--- src/rtl/dtw_pkg.sv ---
// Shared definitions for the DTW reference path: controller state encoding and
// the default sample/address widths used by dtw_mem, the streamer and the core.
package dtw_pkg;

  localparam int WIDTH_DEF   = 16;
  localparam int PTR_WID_DEF = 18;

  typedef logic [1:0] dtw_state_t;

  localparam dtw_state_t S_IDLE   = 2'd0;
  localparam dtw_state_t S_LOAD   = 2'd1;
  localparam dtw_state_t S_STREAM = 2'd2;

endpackage

--- src/rtl/dtw_skid_buf.sv ---
// Two-entry FIFO of {data, last} between the BRAM read port and the output
// stream; absorbs read latency so output backpressure never loses a sample.
module dtw_skid_buf
  import dtw_pkg::*;
#(
  parameter int WIDTH = WIDTH_DEF
) (
  input  logic             clk,
  input  logic             rst,
  input  logic             push,
  input  logic [WIDTH-1:0] push_data,
  input  logic             push_last,
  input  logic             pop,
  output logic [1:0]       occ,
  output logic [WIDTH-1:0] head_data,
  output logic             head_last
);

  logic [WIDTH-1:0] data_q [2];
  logic [1:0]       last_q;
  logic             wr_idx;
  logic             rd_idx;

  always_ff @(posedge clk) begin
    if (rst) begin
      occ    <= 2'd0;
      wr_idx <= 1'b0;
      rd_idx <= 1'b0;
    end else begin
      if (push) wr_idx <= ~wr_idx;
      if (pop)  rd_idx <= ~rd_idx;
      occ <= occ + {1'b0, push} - {1'b0, pop};
    end
  end

  // Payload storage carries no reset; occupancy alone decides what is valid.
  always_ff @(posedge clk) begin
    if (push) begin
      data_q[wr_idx] <= push_data;
      last_q[wr_idx] <= push_last;
    end
  end

  assign head_data = data_q[rd_idx];
  assign head_last = last_q[rd_idx];

endmodule

--- src/rtl/dtw_ref_streamer.sv ---
// Owns the single dtw_mem port: sequential load from an input stream, then
// in-order read-back to the DTW core through a 2-entry skid buffer.
module dtw_ref_streamer
  import dtw_pkg::*;
#(
  parameter int WIDTH   = WIDTH_DEF,
  parameter int PTR_WID = PTR_WID_DEF
) (
  input  logic               clk,
  input  logic               rst,
  input  logic               load_start,
  input  logic               in_valid,
  output logic               in_ready,
  input  logic [WIDTH-1:0]   in_data,
  input  logic               in_last,
  input  logic               stream_start,
  output logic               out_valid,
  input  logic               out_ready,
  output logic [WIDTH-1:0]   out_data,
  output logic               out_last,
  output logic               busy,
  output logic [PTR_WID:0]   ref_len,
  output logic               mem_wen,
  output logic [PTR_WID-1:0] mem_addr,
  output logic [WIDTH-1:0]   mem_din,
  input  logic [WIDTH-1:0]   mem_dout
);

  dtw_state_t         state;
  dtw_state_t         state_nxt;
  logic [PTR_WID-1:0] wptr;
  logic [PTR_WID:0]   rptr;
  logic               rd_vld_p1;
  logic               rd_last_p1;
  logic [1:0]         occ;
  logic [WIDTH-1:0]   head_data;
  logic               head_last;

  logic go_load;
  logic go_stream;
  logic beat;
  logic load_end;
  logic strm_vld;
  logic pop;
  logic issue;
  logic stream_end;

  assign go_load   = (state == S_IDLE) && load_start;
  assign go_stream = (state == S_IDLE) && !load_start && stream_start &&
                     (ref_len != '0);
  assign beat      = (state == S_LOAD) && in_valid;
  assign load_end  = beat && (in_last || (&wptr));
  assign strm_vld  = (state == S_STREAM) && (occ != 2'd0);
  assign pop       = strm_vld && out_ready;
  // Issue only if the buffer still has room once the pending read lands.
  assign issue     = (state == S_STREAM) && (rptr < ref_len) &&
                     (({1'b0, occ} + {2'b00, rd_vld_p1}) < (3'd2 + {2'b00, pop}));
  assign stream_end = pop && head_last;

  always_ff @(posedge clk) begin
    if (rst) state <= S_IDLE;
    else     state <= state_nxt;
  end

  always_comb begin
    state_nxt = state;
    case (state)
      S_IDLE: begin
        if (go_load)        state_nxt = S_LOAD;
        else if (go_stream) state_nxt = S_STREAM;
      end
      S_LOAD:   if (load_end)   state_nxt = S_IDLE;
      S_STREAM: if (stream_end) state_nxt = S_IDLE;
      default:  state_nxt = S_IDLE;
    endcase
  end

  always_comb begin
    in_ready  = 1'b0;
    out_valid = 1'b0;
    out_data  = '0;
    out_last  = 1'b0;
    busy      = 1'b0;
    mem_wen   = 1'b0;
    mem_addr  = '0;
    mem_din   = '0;
    case (state)
      S_LOAD: begin
        in_ready = 1'b1;
        busy     = 1'b1;
        if (in_valid) begin
          mem_wen  = 1'b1;
          mem_addr = wptr;
          mem_din  = in_data;
        end
      end
      S_STREAM: begin
        busy      = 1'b1;
        out_valid = strm_vld;
        if (strm_vld) begin
          out_data = head_data;
          out_last = head_last;
        end
        if (issue) mem_addr = rptr[PTR_WID-1:0];
      end
      default: ;
    endcase
  end

  // Stage p1: read issued last cycle, its data is on mem_dout now.
  always_ff @(posedge clk) begin
    if (rst) begin
      wptr       <= '0;
      rptr       <= '0;
      ref_len    <= '0;
      rd_vld_p1  <= 1'b0;
      rd_last_p1 <= 1'b0;
    end else begin
      rd_vld_p1  <= issue;
      rd_last_p1 <= issue && (rptr == (ref_len - 1'b1));
      if (go_load) begin
        wptr    <= '0;
        ref_len <= '0;
      end else if (beat) begin
        wptr <= wptr + 1'b1;
        if (load_end) ref_len <= {1'b0, wptr} + 1'b1;
      end
      if (go_stream)  rptr <= '0;
      else if (issue) rptr <= rptr + 1'b1;
    end
  end

  dtw_skid_buf #(
    .WIDTH (WIDTH)
  ) u_skid (
    .clk       (clk),
    .rst       (rst),
    .push      (rd_vld_p1),
    .push_data (mem_dout),
    .push_last (rd_last_p1),
    .pop       (pop),
    .occ       (occ),
    .head_data (head_data),
    .head_last (head_last)
  );

endmodule

--- config.mk ---
export PLATFORM = sky130hd
export DESIGN_NAME = dtw_ref_streamer
export DESIGN_NICKNAME = d
export VERILOG_FILES = /design/src/rtl/dtw_pkg.sv /design/src/rtl/dtw_skid_buf.sv /design/src/rtl/dtw_ref_streamer.sv
export SDC_FILE = /design/constraint.sdc
export NUM_CORES = 1
export LEC_CHECK = 0
export BUFFER_PORTS_ARGS = -buffer_cell sky130_fd_sc_hd__buf_4
export CAP_MARGIN = 20
export CORE_MARGIN = 2
export CORE_UTILIZATION = 40
export CTS_CLUSTER_SIZE = 28
export DETAILED_ROUTE_END_ITERATION = 10
export HOLD_SLACK_MARGIN = 0.12
export MAX_ROUTING_LAYER = met4
export SETUP_SLACK_MARGIN = 0.02
export SLEW_MARGIN = 20
export SYNTH_ARGS = -nofsm -noshare
export SYNTH_HDL_FRONTEND = slang
export SYNTH_SLANG_ARGS = --single-unit
--- constraint.sdc ---
create_clock -name clk -period 4.9 [get_ports clk]
set_clock_uncertainty 0.05 [all_clocks]
set_input_delay 0.245 -clock clk [delete_from_list [all_inputs] [get_ports clk]]
set_output_delay 0.245 -clock clk [all_outputs]
set_load 0.005 [all_outputs]
==> results of run 1 <==
through the flow:
stage / cell area [um2] / util [%] / instances / hold slack (ns)
2_1_floorplan: 5930 / - / 661 / 0.294
3_3_place_gp: 6870 / 47.3 / 920 / 0.364
3_5_place_dp: 6870 / 47.3 / 920 / 0.365
4_1_cts: 7340 / 50.5 / 953 / 0.133
5_1_grt: 7340 / 50.5 / 953 / 0.152
6_report: 7340 / 50.5 / 953 / 0.137
layout by cell type, fill, tap and decap left out, drive strengths merged, types with 2 or more instances in the layout:
| master | instances |
|---|---|
| nor2b | 25 |
| mux2i | 21 |
| xor2 | 26 |
| a211oi | 15 |
| and2 | 5 |
| clkbuf | 9 |
| nor3 | 14 |
| and4 | 2 |
| dfxtp | 65 |
| and3 | 23 |
| nand2 | 38 |
| buf | 119 |
| edfxtp | 34 |
| clkinv | 3 |
| a22oi | 2 |
| inv | 36 |
| nand3b | 2 |
| a31oi | 3 |
| ha | 29 |
| o211a | 2 |
| nand3 | 26 |
| nand4 | 15 |
| nor2 | 62 |
| a32oi | 20 |
| or2 | 2 |
| a21oi | 34 |
| nor4 | 6 |
| dlygate4sd3 | 17 |
| or3 | 8 |
| xnor2 | 33 |
| o21ai | 21 |
| or4 | 20 |
| o31ai | 17 |
how the worst max path moves through the flow:
stage | slack, ns | startpoint | endpoint | cells past startpoint
after floorplan | 2.29 | ref_len[8]$_SDFFE_PP0P_ | rptr[1]$_SDFFE_PP0N_ | 10
after CTS | 1.55 | state[1]$_SDFFE_PP0P_ | mem_addr[15] | 7
after detailed placement | 1.85 | state[1]$_SDFFE_PP0P_ | wptr[17]$_SDFFE_PP0P_ | 7
after global routing | 1.23 | state[1]$_SDFFE_PP0P_ | mem_addr[15] | 7
after global placement | 1.69 | ref_len[1]$_SDFFE_PP0P_ | rptr[18]$_SDFFE_PP0N_ | 8
final | 1.55 | state[1]$_SDFFE_PP0P_ | mem_addr[15] | 7
worst max-delay path, delay by kind of cell, from the launching register on:
family | cells | cell delay, ns
AND/OR/NAND/NOR | 2 | 0.65
buffers and inverters | 3 | 1.08
AO/OA/AOI/OAI | 1 | 0.17
flip-flops | 1 | 0.34
adder cells (fa/ha/maj) | 1 | 0.45
cell families after synthesis:
group | synth area share [%]
AND/OR/NAND/NOR | 23.3
AO/OA/AOI/OAI | 13.9
flip-flops | 39.2
buffers and inverters | 5.28
XOR/XNOR | 8.72
adder cells (fa/ha/maj) | 6.12
multiplexers | 3.55
power groups by stage:
stage                     clock network [uW]  registers [uW]  logic, uW
final                                    722             896        638
after global routing                     765             899        705
after CTS                                734             896        639
after detailed placement                   0             915        624
after global placement                     0             913        609
after floorplan                            0             903        438
sequential cells by signal, summed over array words and instances (netlist names), named ones only:
register	cells
u_skid.last_q	2
u_skid.wr_idx	1
rd_vld_p1	1
wptr	18
state	2
u_skid.rd_idx	1
u_skid.occ	2
rd_last_p1	1
u_skid.data_q	32
rptr	19
ref_len	19
layer usage:
| metal | GRT usage, % | vias to the layer above | share of wire [%] |
|---|---|---|---|
| met4 | 6.59 | 0 | 1.6 |
| met2 | 34.4 | 205 | 47 |
| li1 | - | 2616 | - |
| met1 | 28.0 | 2533 | 45 |
| met5 | - | - | 0 |
| met3 | 3.78 | 17 | 6.1 |
cell type report:
type / instances / share of cell area, %
Multi-Input combinational cell: 485 / 45.0
Sequential cell: 99 / 31.6
Timing Repair Buffer: 136 / 14.5
Tap cell: 184 / 3.13
Clock buffer: 9 / 3.07
Inverter: 33 / 1.69
Clock inverter: 7 / 1.02
what timing repair did:
| item | in CTS | in global routing |
|---|---|---|
| gates resized for setup | 0 | 0 |
| buffers inserted | 0 | 0 |
| hold buffers | 17 | 0 |
| endpoints found under the hold margin | 37 | 0 |
==> impl_metrics.py, run 1 <==
metrics = {
    "setup_path": {
        "rrSetupSlack_ns": 1.79,
        "reg2reg_to": "wptr[17]$_SDFFE_PP0P_",
        "reg2reg_depth": 7,
        "start_kind": "flop",
        "endpoint_kind": "output port",
        "cp.arrival_ns": 3.06,
        "critPathSlowestCell": "inv_1",
        "crit_required_ns": 4.61,
        "crit_fanout": 32,
        "slowest_delay_ns": 0.87,
        "worstReg2RegStart": "state[1]$_SDFFE_PP0P_",
        "critPathKind": "flop to output port",
        "cp_cell_sequence": "inv_1 > ha_1 > nand2_1 > inv_1 > a32oi_1 > nor2b_1 > buf_4",
        "crit_top_cell": "inv_1",
    },
    "logic_synthesis": {
        "yosys_warnings": 0,
        "yosysTopAreaCell": "dfxtp_1",
        "ys_types": 55,
        "synthTopCellsByArea": "dfxtp_1, edfxtp_1, ha_1",
        "syn-instance-count": 661,
        "synth_seq_cells": 99,
        "synth_top_area_share_pct": 22.0,
        "synth_area_um2": 5930,
        "synth_most_common_cell": "dfxtp_1",
        "yosys_most_used_dff": "dfxtp_1",
        "synthTopCellsByCount": "dfxtp_1, nor2_1, nand2_1",
        "synthArstFlopShare_pct": 0,
        "yosysSeqAreaShare_pct": 39.2,
        "synth_nets": 729,
        "synth_edf_count": 34,
        "syn_avg_cell_area_um2": 8.97,
    },
    "routing": {
        "first_iter_violations": 263,
        "first_pass_iters": 4,
        "drt-total-wl_um": 16500,
        "viasPerCell": 5.64,
        "route.detailed.drc": 0,
        "via_count": 5371,
        "final_antenna_net_count": 0,
        "wire_per_inst_um": 17.3,
    },
    "cells_and_area": {
        "fillers": 1357,
        "final_nets": 832,
        "syn_to_final_growth_pct": 23.9,
        "multi_input_area_um2": 3300,
        "n_antenna_cell": 0,
        "layout-drive-gt1-share_pct": 19.1,
        "area.sequential_um2": 2320,
    },
    "placed_design": {
        "gp_congestion": 0.884,
        "dp_hpwl_um": 11900,
        "portBuffers": 112,
        "pre_cts_slack_ns": 1.85,
    },
    "power_and_ir_drop": {
        "pwr-share-comb_pct": 28.3,
        "clkPwrFrac_pct": 32.0,
        "power.switching_uw": 776,
        "finalPower_uw": 2260,
        "intPower_uw": 1480,
        "ir_worst_vdd_mv": 0.167,
        "power_leakage_uw": 0.00276,
        "powerDensity_nw_per_um2": 307,
        "swShare_pct": 34.4,
        "seqPwrFrac_pct": 39.7,
    },
    "worst_hold_path": {
        "hold_class": "primary input to flop",
        "whs_endpoint": "state[0]$_SDFFE_PP0P_",
        "hold_depth": 3,
        "min_from": "load_start",
    },
    "clock_tree": {
        "cts-root-buf": "clkbuf_16",
        "clkLatencyLatePin_ns": 0.36,
        "clk_path_buf_depth": 2,
        "cts_sinks": 99,
        "cts_buffers": 9,
        "clk_pin_slew_ns": 0.08,
        "cts_tree": "built",
        "htree_levels": 3,
    },
    "timing": {
        "period_minus_slack_ns": 3.35,
        "fin_ws_ns": 1.55,
        "final.period_utilization_pct": 68.4,
        "tns_ns": 0,
        "relSlewSlack_pct": 34.5,
        "tightest_slew_ns": 0.981,
        "final_hold_viol_count": 0,
        "rsz0062_at_grt": "no",
        "slew_violations": 0,
        "max_freq_mhz": 298,
        "finalSetupViolations": 0,
    },
    "die": {
        "io_pins": 113,
        "rows": 44,
        "core_um2": 14500,
        "die_w_um": 126,
        "initial_core_util_pct": 40.8,
        "die_h_um": 126,
        "dieArea_um2": 15800,
    },
    "global_routing": {
        "track_usage_pct": 21.5,
        "grt_antenna_before_repair": 0,
        "grt_pass1_vias": 5167,
        "grt_max_degree": 38,
        "grt_pass1_wl_um": 26500,
        "overflow": 0,
    },
    "flow_run": {
        "drv_cap": 0,
    },
    "outcome": {
        "outcome": "finished clean",
    },
}
No activity file was read; power rests on OpenSTA's default activity.
==> run 2, diff against run 1 <==
- clock period: 4.9 -> 3.4 ns (I/O delays scaled with it)
==> impl_metrics.py, run 2 (same netlist as run 1, synthesis figures left out) <==
metrics = {
    "placed_design": {
        "dp_hpwl_um": 12000,
        "pre_cts_slack_ns": 0.573,
        "gp_congestion": 0.888,
        "portBuffers": 112,
    },
    "routing": {
        "final_antenna_net_count": 0,
        "first_iter_violations": 300,
        "drt-total-wl_um": 16400,
        "first_pass_iters": 5,
        "viasPerCell": 5.60,
        "wire_per_inst_um": 17.0,
        "route.detailed.drc": 0,
        "via_count": 5417,
    },
    "timing": {
        "rsz0062_at_grt": "no",
        "relSlewSlack_pct": 36.7,
        "fin_ws_ns": 0.312,
        "max_freq_mhz": 324,
        "final.period_utilization_pct": 90.8,
        "period_minus_slack_ns": 3.09,
        "final_hold_viol_count": 0,
        "tightest_slew_ns": 0.948,
        "slew_violations": 0,
        "tns_ns": 0,
        "finalSetupViolations": 0,
    },
    "die": {
        "die_w_um": 126,
        "initial_core_util_pct": 40.8,
        "rows": 44,
        "dieArea_um2": 15800,
        "io_pins": 113,
        "core_um2": 14500,
        "die_h_um": 126,
    },
    "clock_tree": {
        "clk_path_buf_depth": 2,
        "clk_pin_slew_ns": 0.08,
        "htree_levels": 3,
        "cts_tree": "built",
        "cts_sinks": 99,
        "clkLatencyLatePin_ns": 0.35,
        "cts-root-buf": "clkbuf_16",
        "postCtsSetupBuffers": 0,
        "cts_buffers": 9,
    },
    "global_routing": {
        "grt_max_degree": 36,
        "grt_antenna_before_repair": 0,
        "grt_pass1_wl_um": 26400,
        "overflow": 0,
        "track_usage_pct": 21.2,
        "grt_pass1_vias": 5134,
    },
    "power_and_ir_drop": {
        "power_leakage_uw": 0.00283,
        "finalPower_uw": 3250,
        "ir_worst_vdd_mv": 0.197,
        "powerDensity_nw_per_um2": 436,
    },
    "worst_hold_path": {
        "hold_class": "primary input to flop",
    },
    "cells_and_area": {
        "n_antenna_cell": 0,
        "layout_common_cells": "buf_4, dfxtp_1, nor2_1",
        "mostFrequentLayoutCell": "buf_4",
        "largestRegisters": "u_skid.data_q: 32 flops, ref_len: 19 flops, rptr: 19 flops",
        "largest_reg_flops": 32,
        "layout-drive-gt1-share_pct": 20.3,
        "syn_to_final_growth_pct": 25.6,
        "final_nets": 846,
        "regMostFlops": "u_skid.data_q",
    },
    "setup_path": {
        "start_kind": "flop",
        "endpoint_kind": "output port",
        "critPathKind": "flop to output port",
        "crit_fanout": 20,
        "cp.arrival_ns": 2.87,
        "crit_required_ns": 3.18,
    },
    "outcome": {
        "outcome": "finished clean",
    },
    "flow_run": {
        "drv_cap": 0,
    },
}
-- run 2: changes by cell type in the layout (fill, tap and decap cells not counted), sizes merged --
cell / before / now
buf: 119 / 131
dlygate4sd3: 17 / 19
inv: 36 / 38
clkinv: 3 / 2
clkinvlp: 1 / 0
-- run 2: worst paths after layout --
kind / endpoint / slack (ns) / from / cells past startpoint
max: mem_addr[0] / 0.31 / ref_len[8]$_SDFFE_PP0P_ / 9
min: state[1]$_SDFFE_PP0P_ / 0.16 / stream_start / 3
max reg2reg: rptr[4]$_SDFFE_PP0N_ / 0.61 / ref_len[1]$_SDFFE_PP0P_ / 9
min reg2reg: u_skid.last_q[0]$_DFFE_PP_ / 0.39 / rd_last_p1$_SDFF_PP0_ / 0
-- run 2: repair_timing --
| action | 4_1_cts | 5_1_grt |
|---|---|---|
| gates resized for setup | 0 | 1 |
| hold buffers | 19 | 0 |
| endpoints found under the setup margin | 0 | 1 |
| endpoints found under the hold margin | 40 | 0 |
-- run 2: final cells by class --
type,instances,area (um2)
fill,1365,7090
multi-input combinational,485,3310
sequential,99,2320
timing repair buffer,150,1170
tap,184,230
clock buffer,9,225
inverter,33,124
clock inverter,7,62.6
-- run 2: worst max-delay path, stage by stage (launching register included) --
cell and delay (ns):
dfxtp_1 0.55, inv_1 0.08, ha_1 0.30, nand4_1 0.13
a2111oi_1 0.57, o41ai_2 0.16, buf_4 0.23, a32oi_1 0.27
nor2b_1 0.08, buf_4 0.14
-- run 2: metal layers --
layer	share of wire, %	vias up	global-route usage [%]
met5	0	-	-
met4	1.6	0	6.33
met3	5.4	17	4.42
met2	46	173	33.0
met1	47	2577	27.9
li1	-	2650	-
-- run 2: power by group --
part           switching (uW)  internal, uW  leakage, uW
clock                     493           515     0.000145
combinational             564           385      0.00186
sequential               42.3          1250     0.000826
total                    1100          2150      0.00283
-- run 2: through the flow --
stage               hold WS, ns  cells  util [%]  instance area, um2
floorplan                 0.219    661         -                5930
global placement          0.305    932      47.9                6960
detailed placement        0.308    932      47.9                6960
CTS                       0.154    967      51.2                7440
global route              0.174    967      51.2                7440
finish                    0.159    967      51.2                7440
